[config.mk]
export PLATFORM = sky130hd
export DESIGN_NAME = qport_frontend
export DESIGN_NICKNAME = d
export VERILOG_FILES = /design/src/rtl/qport_frontend.sv
export SDC_FILE = /design/constraint.sdc
export NUM_CORES = 1
export LEC_CHECK = 0
export BUFFER_PORTS_ARGS = -buffer_cell sky130_fd_sc_hd__clkbuf_2
export CORE_ASPECT_RATIO = 0.5
export CORE_UTILIZATION = 50
export CTS_CLUSTER_SIZE = 30
export DETAILED_ROUTE_END_ITERATION = 6
export PLACE_DENSITY = 0.87
export SLEW_MARGIN = 20
export SYNTH_ARGS = -nofsm -noshare
export SYNTH_HDL_FRONTEND = slang
export SYNTH_SLANG_ARGS = --single-unit
[constraint.sdc]
create_clock -name clk -period 3.38 [get_ports clk]
set_input_delay 0 -clock clk [delete_from_list [all_inputs] [get_ports clk]]
set_output_delay 0 -clock clk [all_outputs]
set_load 0.02 [all_outputs]
[src/rtl/qport_frontend.sv]
// Board I/O front end: button sync/debounce, switch capture
// on write press, and a registered display channel mux.
module qport_btn_stage #(
  parameter int SYNC_STAGES = 2,
  parameter int DEBOUNCE    = 16
) (
  input  logic clk,
  input  logic reset,
  input  logic btn_n,
  output logic press
);
  localparam int CW = $clog2(DEBOUNCE) + 1;

  logic [SYNC_STAGES-1:0] sync;
  logic [CW-1:0]          cnt;
  logic                   stable;
  logic                   stable_d;
  logic                   sync_q;

  assign sync_q = sync[SYNC_STAGES-1];

  always_ff @(posedge clk or negedge reset) begin
    if (!reset) begin
      sync     <= '1;
      cnt      <= '0;
      stable   <= 1'b1;
      stable_d <= 1'b1;
    end else begin
      sync     <= {sync[SYNC_STAGES-2:0], btn_n};
      stable_d <= stable;
      if (sync_q == stable) begin
        cnt <= '0;
      end else if (cnt == CW'(DEBOUNCE - 1)) begin
        stable <= sync_q;
        cnt    <= '0;
      end else begin
        cnt <= cnt + 1'b1;
      end
    end
  end

  // released -> pressed only; releases are ignored
  assign press = stable_d & ~stable;
endmodule

module qport_frontend #(
  parameter int WIDTH       = 16,
  parameter int CHANNELS    = 2,
  parameter int SYNC_STAGES = 2,
  parameter int DEBOUNCE    = 16,
  localparam int SEL_W = (CHANNELS > 1) ? $clog2(CHANNELS) : 1
) (
  input  logic                      clk,
  input  logic                      reset,
  input  logic                      btn_write_n,
  input  logic                      btn_sel_n,
  input  logic [WIDTH-1:0]          sw_in,
  input  logic [CHANNELS*WIDTH-1:0] core_port_out,
  output logic                      core_port_write,
  output logic [WIDTH-1:0]          core_port_in,
  output logic [WIDTH-1:0]          disp_out,
  output logic [SEL_W-1:0]          disp_sel
);
  logic             wr_press;
  logic             sel_press;
  logic [WIDTH-1:0] sw_sync [SYNC_STAGES];
  logic [WIDTH-1:0] chan;

  qport_btn_stage #(
    .SYNC_STAGES(SYNC_STAGES),
    .DEBOUNCE   (DEBOUNCE)
  ) u_wr (
    .clk  (clk),
    .reset(reset),
    .btn_n(btn_write_n),
    .press(wr_press)
  );

  qport_btn_stage #(
    .SYNC_STAGES(SYNC_STAGES),
    .DEBOUNCE   (DEBOUNCE)
  ) u_sel (
    .clk  (clk),
    .reset(reset),
    .btn_n(btn_sel_n),
    .press(sel_press)
  );

  always_ff @(posedge clk or negedge reset) begin
    if (!reset) begin
      for (int i = 0; i < SYNC_STAGES; i++)
        sw_sync[i] <= '0;
    end else begin
      sw_sync[0] <= sw_in;
      for (int i = 1; i < SYNC_STAGES; i++)
        sw_sync[i] <= sw_sync[i-1];
    end
  end

  always_comb begin
    chan = core_port_out[WIDTH-1:0];
    for (int k = 1; k < CHANNELS; k++)
      if (disp_sel == SEL_W'(k))
        chan = core_port_out[k*WIDTH +: WIDTH];
  end

  always_ff @(posedge clk or negedge reset) begin
    if (!reset) begin
      core_port_write <= 1'b0;
      core_port_in    <= '0;
      disp_sel        <= '0;
      disp_out        <= '0;
    end else begin
      core_port_write <= wr_press;
      if (wr_press)
        core_port_in <= sw_sync[SYNC_STAGES-1];
      if (sel_press)
        disp_sel <= (disp_sel == SEL_W'(CHANNELS - 1))
                    ? '0 : disp_sel + 1'b1;
      disp_out <= chan;
    end
  end
endmodule

==> metrics.txt <==
Setup Buffers After CTS=0; vias in the first global route=1887; worst-margin pin slew=1.059 ns; Fill cells=275; antenna violations before repair=0; CTS sink count=84; GRT overflow=0; CTS HTree Levels=3; Layout Area Growth over Synthesis=42.96%; pwr dens=489.1 mW/mm^2; CTS Buf Count=9; I/O Buffers=85; routed vias=1780; FFs w/ async S/R, synth=1.000; first-pass GRT wire length=8.907 mm; DR top layer=met4; Synth Net Count=207; Comb power frac=0.081; Starting Density=0.5406; Post-Syn Area=0.002764 sq mm; crit share post-route=0.5697; critical path arrival=2.16 ns; DRT Wirelength=5.895 mm; RD Place Congestion=0.6551; core area=0.005112 sq mm; Synth top area share=0.6881; routed len/inst=15.89 microns; largest net degree at the start of global routing=85; Ant. Diodes=0; Die X=107.1 microns; crit start category=register; count leader, synth=dfrtp_1; leading area contributor after synthesis=dfrtp_1; post-route ant nets=0; Post-synth EDFFs=0; Final nets=350; Die ar.=0.005847 sq mm; routed length on met1=2.349 mm; Switch Pwr=450.8 uW; logic depth of the worst register-to-register path=2; Hold Fails Final Rpt=0; I/O Pins=86; FF-to-FF End=disp_out[15]; Hold Slack=0.2468 ns; row cnt=18; DRT Pass-1 Iters=5; Leak=1.975 nW; clock latency on the worst-skew pair=0.35 ns; CP max FO=18; Worst-path clk slew=0.08 ns; Avg Inst Size Synth=18.06 sq um; Reg-to-Reg Start=disp_sel; Flop pwr share=0.551; metal2 WL=3.075 mm; WP data required=3.61 ns; unrepaired setup endpoints after global routing=false; Die Height=54.58 microns; Pint=1.482 mW; Setup crit end kind=register; count of different cell masters after synthesis=19; CTS tree=built; R2R setup slack=1.45 ns; Max Freq=0.5193 GHz; status=finished, final reports clean; final setup vio count=0; Warnings, synthesis=0; DRC=0; fin crit period=1.926 ns; Final Max Tran Viols=0; share of post-route cells with drive strength above 1=0.4751; Synth Register Bits=84; synth cell count leaders=dfrtp_1 (76), mux2_2 (25), mux2_4 (9), dfstp_2 (8), nor2_1 (8); max_slew headroom=0.2908; ys flop type=dfrtp_1; synthesized instance count=153; DR iter-0 viols=62; root buffer cell=clkbuf_8; top post-synthesis cells by area=dfrtp_1 (69%), mux2_2 (10%), dfstp_2 (7.6%), mux2_4 (4.9%), xor2_1 (1.9%); Post-DP HPWL=3.082 mm; sequential area share after synthesis=0.7641; Via-to-Cell Ratio=4.798; Worst Skew=0.009421 ns; setup TNS=0 ns; gr usage total=0.2189; max_cap viols=0; crit path kind=reg2reg; Clock Tree Buf Depth=2; wire length on met3=250 microns; Clk pwr share=0.368; Worst Hold Class=in2async; Switching Fraction=0.2333; Worst VDD drop=0.0003455 V; Worst Setup SP=disp_sel
-- cells in the final DEF, fill, tap and decap left out --
cell type	netlist	final
clkbuf_2	0	84
dfrtp_1	76	76
dlygate4sd3_1	0	51
mux2_2	25	25
mux2_4	9	9
clkbuf_8	0	9
nor2_1	8	8
dfstp_2	8	8
xor2_1	6	6
nand3_1	4	4
inv_6	0	3
o21ai_0	2	2
and2_1	2	2
inv_1	2	2
and3_1	2	2
ha_1	2	2
clkinvlp_4	0	2
nor2b_2	0	1
nand2b_1	1	1
xnor2_1	1	1
clkbuf_1	0	1
bufinv_16	0	1
buf_6	1	1
-- worst max-delay path, stage by stage, from the launching register on --
cell,delay [ns]
dfrtp_1,0.83
mux2_2,0.42
dlygate4sd3_1,0.57
-- cell type report --
cell class,count,area (sq um),share of cell area
Multi-Input combinational cell,63,603.1,0.1526
Clock inverter,6,71.32,0.01805
Sequential cell,84,2112,0.5345
Timing Repair Buffer,136,942.2,0.2384
Inverter,2,7.507,0.001900
Tap cell,70,87.58,0.02217
Clock buffer,10,127.6,0.03230
-- how the worst max path moves through the flow --
| stage | end | depth (start not counted) | slack [ns] |
|---|---|---|---|
| final | disp_out[15] | 2 | 1.45 |
| after detailed placement | core_port_in[15] | 2 | 1.50 |
| after CTS | disp_out[3] | 2 | 1.47 |
| after floorplan | core_port_in[10] | 4 | 2.06 |
| after global placement | core_port_in[5] | 2 | 1.57 |
| after global routing | disp_out[13] | 2 | 1.37 |
-- cells by family after synthesis --
| group | share of synthesized area |
|---|---|
| AO/OA/AOI/OAI | 0.003622 |
| flip-flops | 0.7641 |
| XOR/XNOR | 0.02218 |
| buffers and inverters | 0.01856 |
| adder cells (fa/ha/maj) | 0.009052 |
| multiplexers | 0.1507 |
| AND/OR/NAND/NOR | 0.03169 |
-- layer usage --
metal | global-route usage | vias to the layer above
met5 | 0 | -
met4 | 0.1735 | 0
met3 | 0.06310 | 26
met2 | 0.3688 | 63
met1 | 0.2476 | 903
li1 | - | 788
-- registers in the layout, indices dropped and copies added (netlist names) --
signal,cells
sw_sync,32
core_port_in,16
disp_out,16
u_sel.cnt,5
u_wr.cnt,5
u_sel.sync,2
u_wr.sync,2
core_port_write,1
disp_sel,1
u_sel.stable,1
u_sel.stable_d,1
u_wr.stable,1
u_wr.stable_d,1
-- metrics by stage --
stage	power (mW)	instance area, sq um	setup WS, ns	util	std cells
2_1_floorplan	1.121	2764	2.055	-	153
3_3_place_gp	1.181	3238	1.572	0.6334	304
3_5_place_dp	1.190	3238	1.497	0.6334	304
4_1_cts	1.939	3948	1.469	0.7721	371
5_1_grt	2.011	3951	1.375	0.7729	371
6_report	1.933	3951	1.454	0.7729	371
-- power groups by stage --
stage                     combinational (mW)  sequential, mW  clock, mW
after floorplan                       0.0276            1.09          0
after global placement                 0.101            1.08          0
after detailed placement               0.107            1.08          0
after CTS                              0.152            1.06      0.723
after global routing                   0.172            1.07      0.771
final                                  0.157            1.07      0.710
-- repair_timing --
item	CTS	global route
gates resized for setup	0	0
setup endpoints to repair	0	0
endpoints found under the hold margin	110	0
hold buffers	51	0
Note: power is estimated with default switching activity, not from simulation.
